## config.mk

```make
export PLATFORM = sky130hd
export DESIGN_NAME = ntt_conf_sequencer_flat
export DESIGN_NICKNAME = d
export VERILOG_FILES = /design/src/rtl/ntt_conf_sequencer_if.sv /design/src/rtl/ntt_conf_sequencer.sv /design/src/flat_wrapper.sv
export SDC_FILE = /design/constraint.sdc
export NUM_CORES = 1
export LEC_CHECK = 0
export ABC_AREA = 1
export ABC_CLOCK_PERIOD_IN_PS = 1500
export CELL_PAD_IN_SITES_DETAIL_PLACEMENT = 0
export CELL_PAD_IN_SITES_GLOBAL_PLACEMENT = 1
export CORE_UTILIZATION = 35
export CTS_CLUSTER_SIZE = 16
export DETAILED_ROUTE_END_ITERATION = 10
export PLACE_DENSITY = 0.74
export SYNTH_ARGS = -nofsm -noshare
export SYNTH_HDL_FRONTEND = slang
export SYNTH_SLANG_ARGS = --single-unit
```

## constraint.sdc

```tcl
create_clock -name clk -period 1.5 [get_ports clk]
set_clock_uncertainty 0.05 [all_clocks]
set_input_delay 0.3 -clock clk [delete_from_list [all_inputs] [get_ports clk]]
set_output_delay 0.3 -clock clk [all_outputs]
set_load 0.01 [all_outputs]
```

## src/rtl/ntt_conf_sequencer_if.sv

```systemverilog
// ntt_conf_sequencer_if: control/status bundle between the system controller, the sequencer and top_stage
// Signals:
//   start      controller -> sequencer, one-cycle run request
//   abort      controller -> sequencer, synchronous cancel
//   done_flag  top_stage  -> sequencer, 2'b11 = transform complete
//   conf       sequencer  -> top_stage, configuration code
//   phase      sequencer  -> controller, current phase index (0 when idle)
//   busy       sequencer  -> controller, run in progress
//   done       sequencer  -> controller, one-cycle completion pulse
//   err        sequencer  -> controller, sticky timeout flag
// Modports: slave = sequencer side, master = controller/bench side.
interface ntt_conf_sequencer_if;
    logic       start;
    logic       abort;
    logic [1:0] done_flag;
    logic [3:0] conf;
    logic [2:0] phase;
    logic       busy;
    logic       done;
    logic       err;
    modport master (output start, abort, done_flag, input conf, phase, busy, done, err);
    modport slave (input start, abort, done_flag, output conf, phase, busy, done, err);
endinterface

```

## src/rtl/ntt_conf_sequencer.sv

```systemverilog
// ntt_conf_sequencer: steps the 512-point NTT datapath through its 8-phase conf schedule from one start request
// Ports:
//   clk  system clock, rising edge
//   rst  asynchronous active-low reset
//   bus  ntt_conf_sequencer_if.slave (start/abort/done_flag in; conf/phase/busy/done/err out)
// Optional: define NTT_SEQ_EARLY_ADV_EN to let a done_flag[0] rising edge end long phases (p2, p4) early.
module ntt_conf_sequencer #(
    parameter int SHORT_LEN = 128,
    parameter int GAP_LEN   = 16,
    parameter int LONG_LEN  = 512,
    parameter int CNT_W     = 10,
    parameter int TIMEOUT   = 1023
) (
    input  logic                 clk,
    input  logic                 rst,
    ntt_conf_sequencer_if.slave  bus
);
    typedef enum logic [1:0] {IDLE, RUN, WAIT_FIN, DONE} state_t;
    state_t            state, state_nx;
    logic [2:0]        ph, ph_nx;
    logic [CNT_W-1:0]  cnt, cnt_nx;
    logic              err_q, err_nx;
    logic [CNT_W-1:0]  last;
    logic [3:0]        conf_run;
    logic              early;
    // terminal count of the current RUN phase
    always_comb begin
        last = (ph == 3'd2 || ph == 3'd4) ? CNT_W'(LONG_LEN - 1) :
               (ph == 3'd0 || ph == 3'd6) ? CNT_W'(SHORT_LEN - 1) : CNT_W'(GAP_LEN - 1);
    end
    always_comb begin
        conf_run = 4'd0;
        case (ph)
            3'd0: conf_run = 4'd1;
            3'd1: conf_run = 4'd3;
            3'd2: conf_run = 4'd2;
            3'd3: conf_run = 4'd4;
            3'd4: conf_run = 4'd6;
            3'd5: conf_run = 4'd8;
            3'd6: conf_run = 4'd5;
            default: conf_run = 4'd7;
        endcase
    end
`ifdef NTT_SEQ_EARLY_ADV_EN
    logic flag_prev;
    always_ff @(posedge clk or negedge rst) begin
        if (!rst) flag_prev <= 1'b0;
        else flag_prev <= bus.done_flag[0];
    end
    // rising edge of done_flag[0] cuts a long compute phase short
    assign early = (ph == 3'd2 || ph == 3'd4) && bus.done_flag[0] && !flag_prev;
`else
    assign early = 1'b0;
`endif
    always_ff @(posedge clk or negedge rst) begin
        if (!rst) begin
            state <= IDLE;
            ph    <= 3'd0;
            cnt   <= '0;
            err_q <= 1'b0;
        end else begin
            state <= state_nx;
            ph    <= ph_nx;
            cnt   <= cnt_nx;
            err_q <= err_nx;
        end
    end
    always_comb begin
        state_nx = state;
        ph_nx    = ph;
        cnt_nx   = cnt;
        err_nx   = err_q;
        case (state)
            IDLE: begin
                // abort arriving with start drops the request
                if (bus.start && !bus.abort) begin
                    state_nx = RUN;
                    ph_nx    = 3'd0;
                    cnt_nx   = '0;
                    err_nx   = 1'b0;
                end
            end
            RUN: begin
                if (cnt == last || early) begin
                    cnt_nx   = '0;
                    ph_nx    = ph + 3'd1;
                    state_nx = (ph == 3'd6) ? WAIT_FIN : RUN;
                end else begin
                    cnt_nx = cnt + CNT_W'(1);
                end
            end
            WAIT_FIN: begin
                // completion wins over a timeout landing in the same cycle
                if (bus.done_flag == 2'b11) begin
                    state_nx = DONE;
                    ph_nx    = 3'd0;
                    cnt_nx   = '0;
                end else if (cnt == CNT_W'(TIMEOUT - 1)) begin
                    state_nx = IDLE;
                    ph_nx    = 3'd0;
                    cnt_nx   = '0;
                    err_nx   = 1'b1;
                end else begin
                    cnt_nx = cnt + CNT_W'(1);
                end
            end
            default: begin
                state_nx = IDLE;
                ph_nx    = 3'd0;
                cnt_nx   = '0;
            end
        endcase
        if (state != IDLE && bus.abort) begin
            state_nx = IDLE;
            ph_nx    = 3'd0;
            cnt_nx   = '0;
        end
    end
    // outputs decode the registered state, so conf changes exactly on the phase edge
    assign bus.conf  = (state == RUN) ? conf_run : (state == WAIT_FIN) ? 4'd7 : 4'd0;
    assign bus.phase = ph;
    assign bus.busy  = (state != IDLE);
    assign bus.done  = (state == DONE);
    assign bus.err   = err_q;
endmodule

```

## src/flat_wrapper.sv

```systemverilog
// flat-port wrapper written by rule: the top's interface ports become plain ports
module ntt_conf_sequencer_flat 
#(
    parameter int SHORT_LEN = 128,
    parameter int GAP_LEN   = 16,
    parameter int LONG_LEN  = 512,
    parameter int CNT_W     = 10,
    parameter int TIMEOUT   = 1023
)
  (clk, rst, bus_start, bus_abort, bus_done_flag, bus_conf, bus_phase, bus_busy, bus_done, bus_err);
  ntt_conf_sequencer_if bus_i ();
  input  logic clk;
  input  logic rst;
  input wire logic [$bits(bus_i.start)-1:0] bus_start;
  input wire logic [$bits(bus_i.abort)-1:0] bus_abort;
  input wire logic [$bits(bus_i.done_flag)-1:0] bus_done_flag;
  output wire logic [$bits(bus_i.conf)-1:0] bus_conf;
  output wire logic [$bits(bus_i.phase)-1:0] bus_phase;
  output wire logic [$bits(bus_i.busy)-1:0] bus_busy;
  output wire logic [$bits(bus_i.done)-1:0] bus_done;
  output wire logic [$bits(bus_i.err)-1:0] bus_err;
  assign bus_i.start = bus_start;
  assign bus_i.abort = bus_abort;
  assign bus_i.done_flag = bus_done_flag;
  assign bus_conf = bus_i.conf;
  assign bus_phase = bus_i.phase;
  assign bus_busy = bus_i.busy;
  assign bus_done = bus_i.done;
  assign bus_err = bus_i.err;
  ntt_conf_sequencer #(.SHORT_LEN(SHORT_LEN), .GAP_LEN(GAP_LEN), .LONG_LEN(LONG_LEN), .CNT_W(CNT_W), .TIMEOUT(TIMEOUT)) u_core (.clk(clk), .rst(rst), .bus(bus_i));
endmodule
```

[Yosys cells after proc, flatten, opt, wreduce, memory -nomap -nowiden]
Index checks and enable logic that the tools add are counted.
Operators by class
  add/subtract/negate cells: 2
  equal/unequal tests: 18
  muxes and demuxes: 28
  reduce and logical (&&, ||, !) cells: 11
Operator list (number)
  10-bit 2-to-1 mux: 6
  10-bit case mux with 3 select lines: 1
  4-bit case mux with 7 select lines: 1
  3-bit 2-to-1 mux: 6
  2-bit 2-to-1 mux: 6
  10-bit by 1-bit adder with 10-bit output (second input constant): 1
  10-bit equality test: 1
  10-bit equality test (second input constant): 1
  3-bit equality test (second input constant): 3
  3-bit case mux with 3 select lines: 1
  7-bit 2-to-1 mux: 1
  2-bit equality test (second input constant): 3
  3-bit by 2-bit equality test with 1-bit output (second input constant): 2
  3-bit by 1-bit inequality test with 1-bit output (second input constant): 2
  2-bit case mux with 3 select lines: 1
  4-bit 2-to-1 mux: 1
  2-bit by 1-bit inequality test with 1-bit output (second input constant): 2
  4-bit by 1-bit inequality test with 1-bit output (second input constant): 1
  4-bit AND reduction: 1
  2-bit nonzero test: 2
  3-bit by 1-bit adder with 3-bit output (second input constant): 1
  3-bit by 1-bit equality test with 1-bit output (second input constant): 1
  3-bit logical NOT: 1
  1-bit 2-to-1 mux: 3
  8 further kinds: 10
Storage, ports and cells
  flip-flop bits (word level): 16
  input port bits: 6
  logic and storage cells: 63

[Depth between registers and ports, before layout]
Gate-level depths: netlist of run 1.
  depth after elaboration: 8
  gate-level depth with buffers: 12

[Worst setup path after synthesis of run 1]
No wires, ideal clock.
  path type: flip-flop to flip-flop
  from: register u_core.ph[0] (netlist: u_core.bus.phase[0])
  to: register u_core.cnt[9]
  arrival: 1.463 ns
  path slack: -0.129 ns
  cell stages (with the launch flop): 13
  cell sequence: dfrtp_1 > inv_1 > ha_1 > inv_1 > nand2_1 > nand2_1 > nor2_1 > nor2_2 > nand3_2 > nand2_2 > nand2_4 > nand2_1 > nand2_1
On the way
  cells in the longest elaborated chain, start to end: 8
  elaborated cells on any way between the ends: 12
RTL lines
  from (decl): line ntt_conf_sequencer.sv:20  | logic [2:0] ph, ph_nx;
  from (signal assigned): line ntt_conf_sequencer.sv:63  | ph <= ph_nx;
  3-bit equality test / 3-bit logical NOT (equally long branches): line ntt_conf_sequencer.sv:29  | (ph == 3'd0 || ph == 3'd6) ? CNT_W'(SHORT_LEN - 1) : CNT_W'(GAP_LEN - 1);
  1-bit logical OR: line ntt_conf_sequencer.sv:29
  7-bit 2-to-1 mux: line ntt_conf_sequencer.sv:29
  10-bit 2-to-1 mux (*): line ntt_conf_sequencer.sv:28  | last = (ph == 3'd2 || ph == 3'd4) ? CNT_W'(LONG_LEN - 1) :
  10-bit equality test (*): line ntt_conf_sequencer.sv:84  | if (cnt == last || early) begin
  10-bit 2-to-1 mux (*): line ntt_conf_sequencer.sv:84
  10-bit case mux with 3 select lines (*): line ntt_conf_sequencer.sv:73  | case (state)
  10-bit 2-to-1 mux (*): line ntt_conf_sequencer.sv:113  | if (state != IDLE && bus.abort) begin
  to (signal assigned): line ntt_conf_sequencer.sv:64  | cnt <= cnt_nx;
  to (decl): line ntt_conf_sequencer.sv:21  | logic [CNT_W-1:0] cnt, cnt_nx;
Mark *: on every way between the ends. The rest lies on a longest branch, timed or not.
A chain may end at the register's enable or synchronous reset.

[Worst setup path after layout of run 1]
  from: register u_core.ph[0] (netlist: u_core.bus.phase[0])
  to: output bus_conf[1]
On the way
  cells in the longest elaborated chain, start to end: 3
  elaborated cells on any way between the ends: 9
RTL lines
  3-bit equality test (tied with other cells): line ntt_conf_sequencer.sv:33  | case (ph)
  4-bit case mux with 7 select lines (*): line ntt_conf_sequencer.sv:33
  4-bit 2-to-1 mux (*): line ntt_conf_sequencer.sv:120  | assign bus.conf = (state == RUN) ? conf_run : (state == WAIT_FIN) ? 4'd7 : 4'd0;
  to (decl): line flat_wrapper.sv:17  | output wire logic [$bits(bus_i.conf)-1:0] bus_conf;
Marked as above.

==> results by group, run 1 <==
Place
  • Number of buffers inserted by port buffering: 15
  • Area after DPL: 0.00183 sq mm
  • Placer congestion estimate: 0.804
  • Total instance count after detailed placement: 302
  • Placed wire-length estimate after detailed placement: 2.70 mm

Timing
  • Hold violation count in the final report: 0
  • Worst hold slack: 0.323 ns
  • Slew at the pin closest to its max-slew limit: 0.342 ns
  • Share of the cycle needed by the critical path after routing: 1.23
  • Unrepaired setup endpoints after global routing: yes
  • Final Critical Period: 1.84 ns
  • Worst-case setup margin in the final layout: -0.340 ns
  • Number of failing setup endpoints in the final timing report: 19
  • Relative max-transition margin: 0.772
  • Top achievable clock speed: 543 MHz
  • Max-slew violation count: 0

Routing
  • First-pass iteration count of the detailed router: 4
  • Routed via count divided by cell count: 4.68
  • Post-DRT Antenna Nets: 0
  • Post-DR wirelength/cell: 12.0 um
  • DR vias: 1,450
  • Total Wirelength: 3.71 mm
  • DRC violation total after the first TritonRoute iteration: 34
  • DRC violation count after routing: 0

Worst hold path
  • Type of the most critical hold path: in2async

Logic synthesis
  • Library cell occupying the most area in the post-synthesis netlist: sky130_fd_sc_hd__dfrtp_1
  • Synth Warn #: 0
  • Cell types occupying the most area after synthesis: sky130_fd_sc_hd__dfrtp_1 (30%), sky130_fd_sc_hd__nand2_1 (22%), sky130_fd_sc_hd__ha_1 (10%), sky130_fd_sc_hd__inv_1 (7.6%), sky130_fd_sc_hd__nand3_1 (7.5%)
  • Synth unique cells: 24
  • Post-synthesis register bit count: 16
  • Synth Cell Area: 0.00133 sq mm
  • Mean instance size in the synthesized netlist: 6.46 sq um
  • Area fraction of the dominant cell type after synthesis: 0.301
  • Share of synthesized area occupied by flip-flops and latches: 0.301
  • Post-Synthesis Net Count: 223
  • Synthesized instance count: 206

Outcome
  • Failing checks: negative setup slack
  • Run status: complete, but fails checks

Global routing
  • Global Route Usage Sum: 0.199
  • Number of global-route vias before repair: 1,422
  • Global-route wire length before repair: 6.31 mm
  • Global route total overflow: 0
  • Number of antenna violations at the first check in global routing: 0
  • Maximum number of pins on one net before global-route repair: 17

Clocking
  • Maximum buffer depth of the clock tree: 2
  • Depth of the CTS H-tree: 1
  • Buffer cell driving the clock tree root: sky130_fd_sc_hd__clkbuf_8
  • Number of buffers added by the clock tree synthesis step: 3
  • Clock tree from TritonCTS: done
  • # clock sinks: 16
  • Clock slew at reported path FFs: 0.07 ns
  • Clk Latency, worst-skew pair: 0.25 ns

Worst setup path
  • R2R Setup Slk: -0.26 ns
  • Worst path required time: 1.15 ns
  • Path depth of the worst reg2reg path: 13
  • Data arrival at the endpoint of the critical path: 1.49 ns
  • Type of element launching the critical path: flop
  • Startpoint of the most critical register-to-register path: u_core.bus.phase[0]
  • Worst Path Class, Setup: reg2out
  • Type of element capturing the critical path: output pin
  • Largest fanout of any net on the critical path: 5
  • Reg2Reg Capture Point: u_core.cnt[0]

Power
  • PwrDens: 1410 mW/mm^2
  • Peak ir drop on the vdd network: 0.715 mV
  • Leak Pwr: 1.02 nW

Final layout
  • Commonest cells after routing, fill and taps aside: sky130_fd_sc_hd__nand2_1 (60), sky130_fd_sc_hd__buf_4 (35), sky130_fd_sc_hd__nand3_1 (18)
  • Number of nets in the final layout: 280
  • Fin cells: 310
  • Signed area change from the synthesized netlist to the final layout: 56.7%
  • Cell area after layout: 0.00209 sq mm
  • Most frequent standard cell in the layout excluding fill and tap cells: sky130_fd_sc_hd__nand2_1
  • Antenna Cells: 0
  • Ratio of cells with drive above 1 in the final layout: 0.416

Flow run
  • Max-cap violations: 0

Floorplan
  • Die width: 63.7 um
  • Number of standard-cell rows in the floorplan: 22
  • Die Area: 0.00405 sq mm
  • Floorplan core area: 0.00366 sq mm
  • Die span in y: 63.7 um
  • Initial standard-cell utilization of the core: 0.364
  • Count of pins on the block boundary: 16
[worst max path at each step]
| stage | startpoint | endpoint | slack (ns) | cells after the start |
|---|---|---|---|---|
| global route | u_core.bus.phase[1] | bus_conf[1] | -0.42 | 7 |
| detailed placement | u_core.bus.phase[0] | bus_conf[1] | -0.48 | 7 |
| CTS | u_core.bus.phase[1] | bus_conf[1] | -0.31 | 7 |
| finish | u_core.bus.phase[0] | bus_conf[1] | -0.34 | 7 |
| floorplan | u_core.bus.phase[0] | u_core.cnt[8] | -0.001 | 11 |
| global placement | u_core.bus.phase[1] | bus_conf[0] | -0.42 | 7 |
[registers in the layout, indices dropped and copies added, names as in the netlist]
register,count
u_core.bus.err,1
u_core.bus.phase,3
u_core.cnt,10
u_core.state,2
[area by class of cell]
type	instances	area (sq um)
flip-flops and latches	16	404
repair buffers	53	418
inverters	30	120
well taps	48	60.1
clock buffers	4	55.1
fillers	351	1580
multi-input cells	159	1030
[critical path, stage by stage, from the launching register on]
cell and delay (ns):
sky130_fd_sc_hd__dfrtp_2 0.45, sky130_fd_sc_hd__ha_2 0.22, sky130_fd_sc_hd__inv_2 0.05, sky130_fd_sc_hd__o2111ai_2 0.18, sky130_fd_sc_hd__nand3b_1 0.11, sky130_fd_sc_hd__nand2_1 0.06
sky130_fd_sc_hd__nand2_1 0.04, sky130_fd_sc_hd__buf_2 0.13
[cells by family after synthesis]
family	share of synthesized area
AOI/OAI and AO/OA	0.0771
xor gates and xnor gates	0.00658
adders and majority gates	0.103
buffers and inverters	0.0968
DFF	0.301
and+or+nand+nor	0.415
[routing by layer]
metal | wire length, um | global-route usage | vias up
li1 | - | - | 759
met1 | 1710 | 0.255 | 664
met2 | 1870 | 0.343 | 25
met3 | 112 | 0.0272 | 2
met4 | 25 | 0.0597 | 0
met5 | 0 | 0 | -
[report_power, final]
| group | total, mW | internal [mW] | switching, mW |
|---|---|---|---|
| clock | 0.402 | 0.233 | 0.169 |
| combinational | 1.96 | 0.925 | 1.03 |
| sequential | 0.579 | 0.490 | 0.0886 |
[Yosys cell counts]
| master | count |
|---|---|
| sky130_fd_sc_hd__buf_6 | 1 |
| sky130_fd_sc_hd__dfrtp_1 | 16 |
| sky130_fd_sc_hd__o2111ai_1 | 1 |
| sky130_fd_sc_hd__ha_1 | 11 |
| sky130_fd_sc_hd__xnor2_1 | 1 |
| sky130_fd_sc_hd__clkinv_1 | 1 |
| sky130_fd_sc_hd__nand3b_1 | 1 |
| sky130_fd_sc_hd__inv_1 | 27 |
| sky130_fd_sc_hd__a21boi_0 | 1 |
| sky130_fd_sc_hd__nand2_1 | 77 |
| sky130_fd_sc_hd__a21oi_1 | 7 |
| sky130_fd_sc_hd__a31oi_1 | 1 |
| sky130_fd_sc_hd__nor3b_1 | 1 |
| sky130_fd_sc_hd__o21ai_0 | 8 |
| sky130_fd_sc_hd__nand2_2 | 1 |
| sky130_fd_sc_hd__o21ai_1 | 1 |
| sky130_fd_sc_hd__inv_2 | 2 |
| sky130_fd_sc_hd__nand3_2 | 2 |
| sky130_fd_sc_hd__nor3_1 | 1 |
| sky130_fd_sc_hd__nor2_1 | 19 |
| sky130_fd_sc_hd__nor2_2 | 2 |
| sky130_fd_sc_hd__buf_2 | 1 |
| sky130_fd_sc_hd__nand3_1 | 20 |
| sky130_fd_sc_hd__nand2_4 | 3 |
[through the flow]
| step | power, mW | util | setup slack (ns) | TNS (ns) |
|---|---|---|---|---|
| final | 2.94 | 0.570 | -0.340 | -4.53 |
| after global routing | 3.17 | 0.570 | -0.416 | -6.33 |
| after CTS | 2.78 | 0.547 | -0.311 | -3.50 |
| after detailed placement | 2.17 | 0.499 | -0.477 | -5.19 |
| after global placement | 2.15 | 0.499 | -0.415 | -4.55 |
| after floorplan | 1.41 | - | -0.00101 | -0.00973 |
[timing repair]
action | 4_1_cts | 5_1_grt
endpoints found under the setup margin | 26 | 22
resized for setup | 71 | 26
gates cloned | 1 | 0
buffers inserted | 3 | 1
pin swaps | 6 | 11
hold buffers | 0 | 0
Note: power is estimated with default switching activity, not from simulation.
==> run 2: changes to the inputs <==
--- a/config.mk
+++ b/config.mk
@@ -6,13 +6,13 @@
 export NUM_CORES = 1
 export LEC_CHECK = 0
 export ABC_AREA = 1
-export ABC_CLOCK_PERIOD_IN_PS = 1500
+export ABC_CLOCK_PERIOD_IN_PS = 2100
 export CELL_PAD_IN_SITES_DETAIL_PLACEMENT = 0
 export CELL_PAD_IN_SITES_GLOBAL_PLACEMENT = 1
-export CORE_UTILIZATION = 35
+export CORE_UTILIZATION = 39
 export CTS_CLUSTER_SIZE = 16
 export DETAILED_ROUTE_END_ITERATION = 10
-export PLACE_DENSITY = 0.74
+export PLACE_DENSITY = 0.78
 export SYNTH_ARGS = -nofsm -noshare
 export SYNTH_HDL_FRONTEND = slang
 export SYNTH_SLANG_ARGS = --single-unit
==> constraint.sdc (replaced) <==
create_clock -name clk -period 2.1 [get_ports clk]
set_clock_uncertainty 0.05 [all_clocks]
set_input_delay 0.42 -clock clk [delete_from_list [all_inputs] [get_ports clk]]
set_output_delay 0.42 -clock clk [all_outputs]
set_load 0.01 [all_outputs]
==> results by group, run 2 (synthesized netlist as in run 1, its figures left out) <==
Worst setup path
  • Slowest cell on the critical path: sky130_fd_sc_hd__dfrtp_1
  • Type of element launching the critical path: flop
  • Largest fanout of any net on the critical path: 4 (-1)
  • Worst path required time: 1.63 ns (+0.48 ns)
  • Delay of the slowest cell on the worst path: 0.43 ns (-0.02 ns)
  • Worst Path Class, Setup: reg2out
  • Critical path cell sequence: inv_2 > ha_4 > inv_2 > nand2_1 > nand2_2 > nand3b_1 > nand2_1 > nand2_1 > buf_2
  • Cell repeated most along the worst path: sky130_fd_sc_hd__nand2_1
  • Data arrival at the endpoint of the critical path: 1.53 ns (+0.04 ns)
  • Type of element capturing the critical path: output pin

Place
  • Placer congestion estimate: 0.837 (+4.0%)
  • Dpl ws: -0.0411 ns (+0.436 ns)
  • Placed wire-length estimate after detailed placement: 2.39 mm (-12%)
  • Area after DPL: 0.00161 sq mm (-12%)
  • Number of buffers inserted by port buffering: 15 (unchanged)

Power
  • PnR Total Power: 1.59 mW (-46%)
  • Peak ir drop on the vdd network: 0.443 mV (-38%)
  • Leak Pwr: 0.838 nW (-18%)
  • PwrDens: 943 mW/mm^2 (-33%)

Floorplan
  • Initial standard-cell utilization of the core: 0.422 (+0.0586)
  • Die width: 60.4 um (-5.1%)
  • Count of pins on the block boundary: 16 (unchanged)
  • Number of standard-cell rows in the floorplan: 20 (-9.1%)
  • Floorplan core area: 0.00315 sq mm (-14%)
  • Die Area: 0.00365 sq mm (-9.9%)
  • Die span in y: 60.4 um (-5.1%)

Clocking
  • Number of buffers added by the clock tree synthesis step: 3 (unchanged)
  • Depth of the CTS H-tree: 1 (unchanged)
  • Clock tree from TritonCTS: done
  • Buffer cell driving the clock tree root: sky130_fd_sc_hd__clkbuf_4
  • Clock slew at reported path FFs: 0.11 ns (+0.04 ns)
  • # clock sinks: 16 (unchanged)
  • Maximum buffer depth of the clock tree: 2 (unchanged)
  • Clk Latency, worst-skew pair: 0.30 ns (+0.05 ns)

Timing
  • Setup tns final: 0 ns (+4.53 ns)
  • Hold violation count in the final report: 0 (unchanged)
  • Share of the cycle needed by the critical path after routing: 0.951
  • Worst hold slack: 0.383 ns (+0.0601 ns)
  • Slew at the pin closest to its max-slew limit: 0.344 ns (+0.00230 ns)
  • Max-slew violation count: 0 (unchanged)
  • Top achievable clock speed: 501 MHz
  • Number of failing setup endpoints in the final timing report: 0 (-19)
  • Worst-case setup margin in the final layout: 0.103 ns (+0.443 ns)
  • Relative max-transition margin: 0.770 (-0.00174)
  • Final Critical Period: 2.00 ns

Final layout
  • Cell area after layout: 0.00169 sq mm (-19%)
  • Sequential cell area in the final layout: 402 sq um (-0.62%)
  • Ratio of cells with drive above 1 in the final layout: 0.193 (-0.223)
  • Signed area change from the synthesized netlist to the final layout: 27.0%
  • Multi-input logic area: 843 sq um (-18%)
  • Number of flip-flops under the largest register name: 10 (unchanged)
  • Most frequent standard cell in the layout excluding fill and tap cells: sky130_fd_sc_hd__nand2_1
  • Register bank with the most flops: u_core.cnt
  • Commonest cells after routing, fill and taps aside: sky130_fd_sc_hd__nand2_1 (76), sky130_fd_sc_hd__inv_1 (22), sky130_fd_sc_hd__nand3_1 (20)
  • Total of fill cells in the finished design: 355 (+1.1%)
  • Antenna Cells: 0 (unchanged)
  • Number of nets in the final layout: 256 (-8.6%)

Routing
  • Post-DR wirelength/cell: 11.4 um (-4.7%)
  • Routed via count divided by cell count: 4.71 (+0.60%)
  • DRC violation count after routing: 0 (unchanged)
  • Total Wirelength: 3.22 mm (-13%)
  • DRC violation total after the first TritonRoute iteration: 72 (+110%)
  • Post-DRT Antenna Nets: 0 (unchanged)
  • First-pass iteration count of the detailed router: 4 (unchanged)
  • DR vias: 1,327 (-8.5%)

Global routing
  • Met1 track demand over resource in global routing: 0.291 (+0.0357)
  • Fraction of met3 tracks used by global routing: 0.0512 (+0.0240)
  • Global-route wire length before repair: 5.31 mm (-16%)
  • Number of antenna violations at the first check in global routing: 0 (unchanged)
  • Global routing usage on met2: 0.286 (-0.0574)
  • Number of global-route vias before repair: 1,202 (-15%)
  • Global-route layer with the greatest usage: met1
  • Global route total overflow: 0 (unchanged)
  • Global Route Usage Sum: 0.194 (-0.00491)
  • Maximum number of pins on one net before global-route repair: 17 (unchanged)

Flow run
  • Max-cap violations: 0 (unchanged)

Worst hold path
  • Type of the most critical hold path: in2async

Outcome
  • Run status: finished clean
[run 2: cell types whose count changed in the layout (fill, tap and decap cells not counted), moves of 4 or more]
cell / previous run / this run
sky130_fd_sc_hd__buf_4: 35 / 15
sky130_fd_sc_hd__nand2_1: 60 / 76
sky130_fd_sc_hd__nand2_2: 14 / 2
sky130_fd_sc_hd__buf_6: 5 / 0
sky130_fd_sc_hd__clkdlybuf4s50_1: 5 / 10
sky130_fd_sc_hd__inv_1: 17 / 22
sky130_fd_sc_hd__ha_1: 3 / 7
sky130_fd_sc_hd__ha_4: 6 / 2
sky130_fd_sc_hd__nand2_4: 7 / 3
[run 2: final timing paths]
kind                       cells past startpoint                   to           startpoint  slack, ns
max                                            9          bus_conf[1]  u_core.bus.phase[0]       0.10
min                                            2        u_core.cnt[3]                  rst       0.38
max reg2reg                                   11        u_core.cnt[7]      u_core.state[1]       0.35
min reg2reg                                    2       u_core.bus.err       u_core.bus.err       0.46
max in group asynchronous                      2  u_core.bus.phase[1]                  rst       1.41
min in group clk                               2       u_core.bus.err       u_core.bus.err       0.46
[run 2: area by class of cell]
cell class	count	share of cell area
Multi-Input combinational cell	158	0.499
Sequential cell	16	0.238
Timing Repair Buffer	30	0.143
Inverter	30	0.0666
Tap cell	44	0.0326
Clock buffer	4	0.0215
[run 2: per-stage QoR]
step	std cells	utilization
finish	282	0.536
global route	282	0.536
CTS	281	0.527
detailed placement	275	0.511
global placement	275	0.511
floorplan	206	-
[run 2: worst max-delay path: cells and delay by family, from the launching register on]
family                     cells  cell delay, ns
and+or+nand+nor                5            0.33
DFF                            1            0.43
buffers and inverters          3            0.28
adders and majority gates      1            0.18
[run 2: metal layers]
layer  part of all wire  vias up
li1                   -      706
met1               0.51      592
met2               0.45       25
met3              0.036        4
met4             0.0096        0
met5                  0        -
[run 2: where the power goes]
group / switching (mW) / internal [mW] / total [mW]
combinational: 0.573 / 0.407 / 0.980
clock: 0.113 / 0.106 / 0.219
sequential: 0.0468 / 0.348 / 0.395
[run 2: repair_timing]
action,CTS,global route
pin swaps,1,2
hold buffers,0,0
endpoints found under the setup margin,5,4
setup buffers,2,1
resized for setup,13,18
hold endpoints to repair,0,0
==> run 3: changes to the inputs <==
--- a/config.mk
+++ b/config.mk
@@ -12,6 +12,7 @@
 export CORE_UTILIZATION = 39
 export CTS_CLUSTER_SIZE = 16
 export DETAILED_ROUTE_END_ITERATION = 10
+export MAX_ROUTING_LAYER = met4
 export PLACE_DENSITY = 0.78
 export SYNTH_ARGS = -nofsm -noshare
 export SYNTH_HDL_FRONTEND = slang
==> results by group, run 3 (synthesized netlist as in run 1, its figures left out) <==
Outcome
  • Run status: finished clean

Clocking
  • Clock slew at reported path FFs: 0.11 ns (about the same)
  • Post-CTS Hold Buffers: 0 (unchanged)
  • # clock sinks: 16 (unchanged)
  • Maximum buffer depth of the clock tree: 2 (unchanged)
  • Depth of the CTS H-tree: 1 (unchanged)
  • Clock tree from TritonCTS: done
  • Buffer cell driving the clock tree root: sky130_fd_sc_hd__clkbuf_4
  • Number of buffers added by the clock tree synthesis step: 3 (unchanged)
  • Clk Latency, worst-skew pair: 0.30 ns (about the same)

Global routing
  • Global-route wire length before repair: 5.31 mm (unchanged)
  • Global route total overflow: 0 (unchanged)
  • Global Route Usage Sum: 0.201 (+0.00625)
  • Number of global-route vias before repair: 1,202 (unchanged)
  • Number of antenna violations at the first check in global routing: 0 (unchanged)
  • Maximum number of pins on one net before global-route repair: 17 (unchanged)

Worst setup path
  • Critical path cell sequence: inv_2 > ha_4 > inv_2 > nand2_1 > nand2_2 > nand3b_1 > nand2_1 > nand2_1 > buf_2
  • Total buffers and inverters traversed by the critical path: 3 (unchanged)
  • Data arrival at the endpoint of the critical path: 1.53 ns (about the same)
  • Worst Path Class, Setup: reg2out
  • Worst path required time: 1.63 ns (about the same)
  • Cell repeated most along the worst path: sky130_fd_sc_hd__nand2_1
  • Slowest cell on the critical path: sky130_fd_sc_hd__dfrtp_1
  • Largest fanout of any net on the critical path: 4 (unchanged)
  • Type of element capturing the critical path: output pin
  • Type of element launching the critical path: flop
  • Delay of the slowest cell on the worst path: 0.43 ns (about the same)
  • Top cell family by delay on the critical path: flip-flops

Floorplan
  • Die span in y: 60.4 um (unchanged)
  • Count of pins on the block boundary: 16 (unchanged)
  • Number of standard-cell rows in the floorplan: 20 (unchanged)
  • Die Area: 0.00365 sq mm (unchanged)
  • Floorplan core area: 0.00315 sq mm (unchanged)
  • Initial standard-cell utilization of the core: 0.422 (unchanged)
  • Die width: 60.4 um (unchanged)

Final layout
  • Register bank with the most flops: u_core.cnt
  • Total of fill cells in the finished design: 355 (unchanged)
  • Number of flip-flops under the largest register name: 10 (unchanged)
  • Commonest cells after routing, fill and taps aside: sky130_fd_sc_hd__nand2_1 (76), sky130_fd_sc_hd__inv_1 (22), sky130_fd_sc_hd__nand3_1 (20)
  • Cell area after layout: 0.00169 sq mm (unchanged)
  • Number of nets in the final layout: 256 (unchanged)
  • Signed area change from the synthesized netlist to the final layout: 27.0% (unchanged)
  • Finished Core Util: 0.536 (unchanged)
  • Antenna Cells: 0 (unchanged)
  • Most frequent standard cell in the layout excluding fill and tap cells: sky130_fd_sc_hd__nand2_1
  • Ratio of cells with drive above 1 in the final layout: 0.193 (unchanged)

Routing
  • DRC violation count after routing: 0 (unchanged)
  • First-pass iteration count of the detailed router: 4 (unchanged)
  • Post-DRT Antenna Nets: 0 (unchanged)
  • Total Wirelength: 3.21 mm (-0.25%)
  • DRC violation total after the first TritonRoute iteration: 88 (+22%)
  • Post-DR wirelength/cell: 11.4 um (-0.25%)
  • Routed via count divided by cell count: 4.71 (about the same)
  • DR vias: 1,328 (+0.075%)

Place
  • Placed wire-length estimate after detailed placement: 2.39 mm (unchanged)
  • Dpl ws: -0.0411 ns (unchanged)
  • Placer congestion estimate: 0.850 (+1.6%)
  • Area after DPL: 0.00161 sq mm (unchanged)
  • Number of buffers inserted by port buffering: 15 (unchanged)

Power
  • Peak ir drop on the vdd network: 0.443 mV (about the same)
  • PwrDens: 942 mW/mm^2 (about the same)
  • Leak Pwr: 0.838 nW (unchanged)

Timing
  • Number of failing setup endpoints in the final timing report: 0 (unchanged)
  • Hold violation count in the final report: 0 (unchanged)
  • Share of the cycle needed by the critical path after routing: 0.951 (about the same)
  • Slew at the pin closest to its max-slew limit: 0.350 ns (+0.00573 ns)
  • Worst hold slack: 0.384 ns (+0.000698 ns)
  • Final Critical Period: 2.00 ns (+0.00125 ns)
  • Setup tns final: 0 ns (unchanged)
  • Relative max-transition margin: 0.766 (-0.00384)
  • Worst-case setup margin in the final layout: 0.102 ns (-0.00125 ns)
  • Top achievable clock speed: 500 MHz (about the same)
  • Max-slew violation count: 0 (unchanged)

Worst hold path
  • Type of the most critical hold path: in2async

Flow run
  • Max-cap violations: 0 (unchanged)
run 3: final cells by class:
type                    instances  area, sq um  share of cell area
multi-input cells             158          843               0.499
clock buffers                   4         36.3              0.0215
inverters                      30          113              0.0666
flip-flops and latches         16          402               0.238
well taps                      44         55.1              0.0326
repair buffers                 30          241               0.143
run 3: what timing repair did:
action / CTS / global route
setup endpoints to repair: 5 / 4
gates resized for setup: 13 / 18
pin swaps: 1 / 2
setup buffers: 2 / 1
run 3: final timing paths:
check | startpoint | end | slack (ns) | cells after the start
setup reg to reg | u_core.state[1] | u_core.cnt[7] | 0.35 | 11
min in group clk | u_core.bus.err | u_core.bus.err | 0.46 | 2
hold / removal | rst | u_core.cnt[3] | 0.38 | 2
max in group asynchronous | rst | u_core.bus.phase[1] | 1.41 | 2
hold reg to reg | u_core.bus.err | u_core.bus.err | 0.46 | 2
setup / recovery | u_core.bus.phase[0] | bus_conf[1] | 0.10 | 9
run 3: stage by stage:
step | cells | power (mW)
3_5_place_dp | 275 | 1.31
2_1_floorplan | 206 | 0.956
5_1_grt | 282 | 1.74
3_3_place_gp | 275 | 1.29
4_1_cts | 281 | 1.54
6_report | 282 | 1.59
run 3: where the power goes:
group          total, mW  internal (mW)  switching [mW]
clock              0.219          0.106           0.113
sequential         0.394          0.348          0.0461
combinational      0.980          0.407           0.573
run 3: layer usage:
layer / wire length, um / track usage / up-vias / share of wire
li1: - / - / 706 / -
met1: 1620 / 0.291 / 589 / 0.51
met2: 1430 / 0.286 / 29 / 0.44
met3: 128 / 0.0512 / 4 / 0.040
met4: 31 / 0.0292 / 0 / 0.0097
met5: 0 / - / - / 0
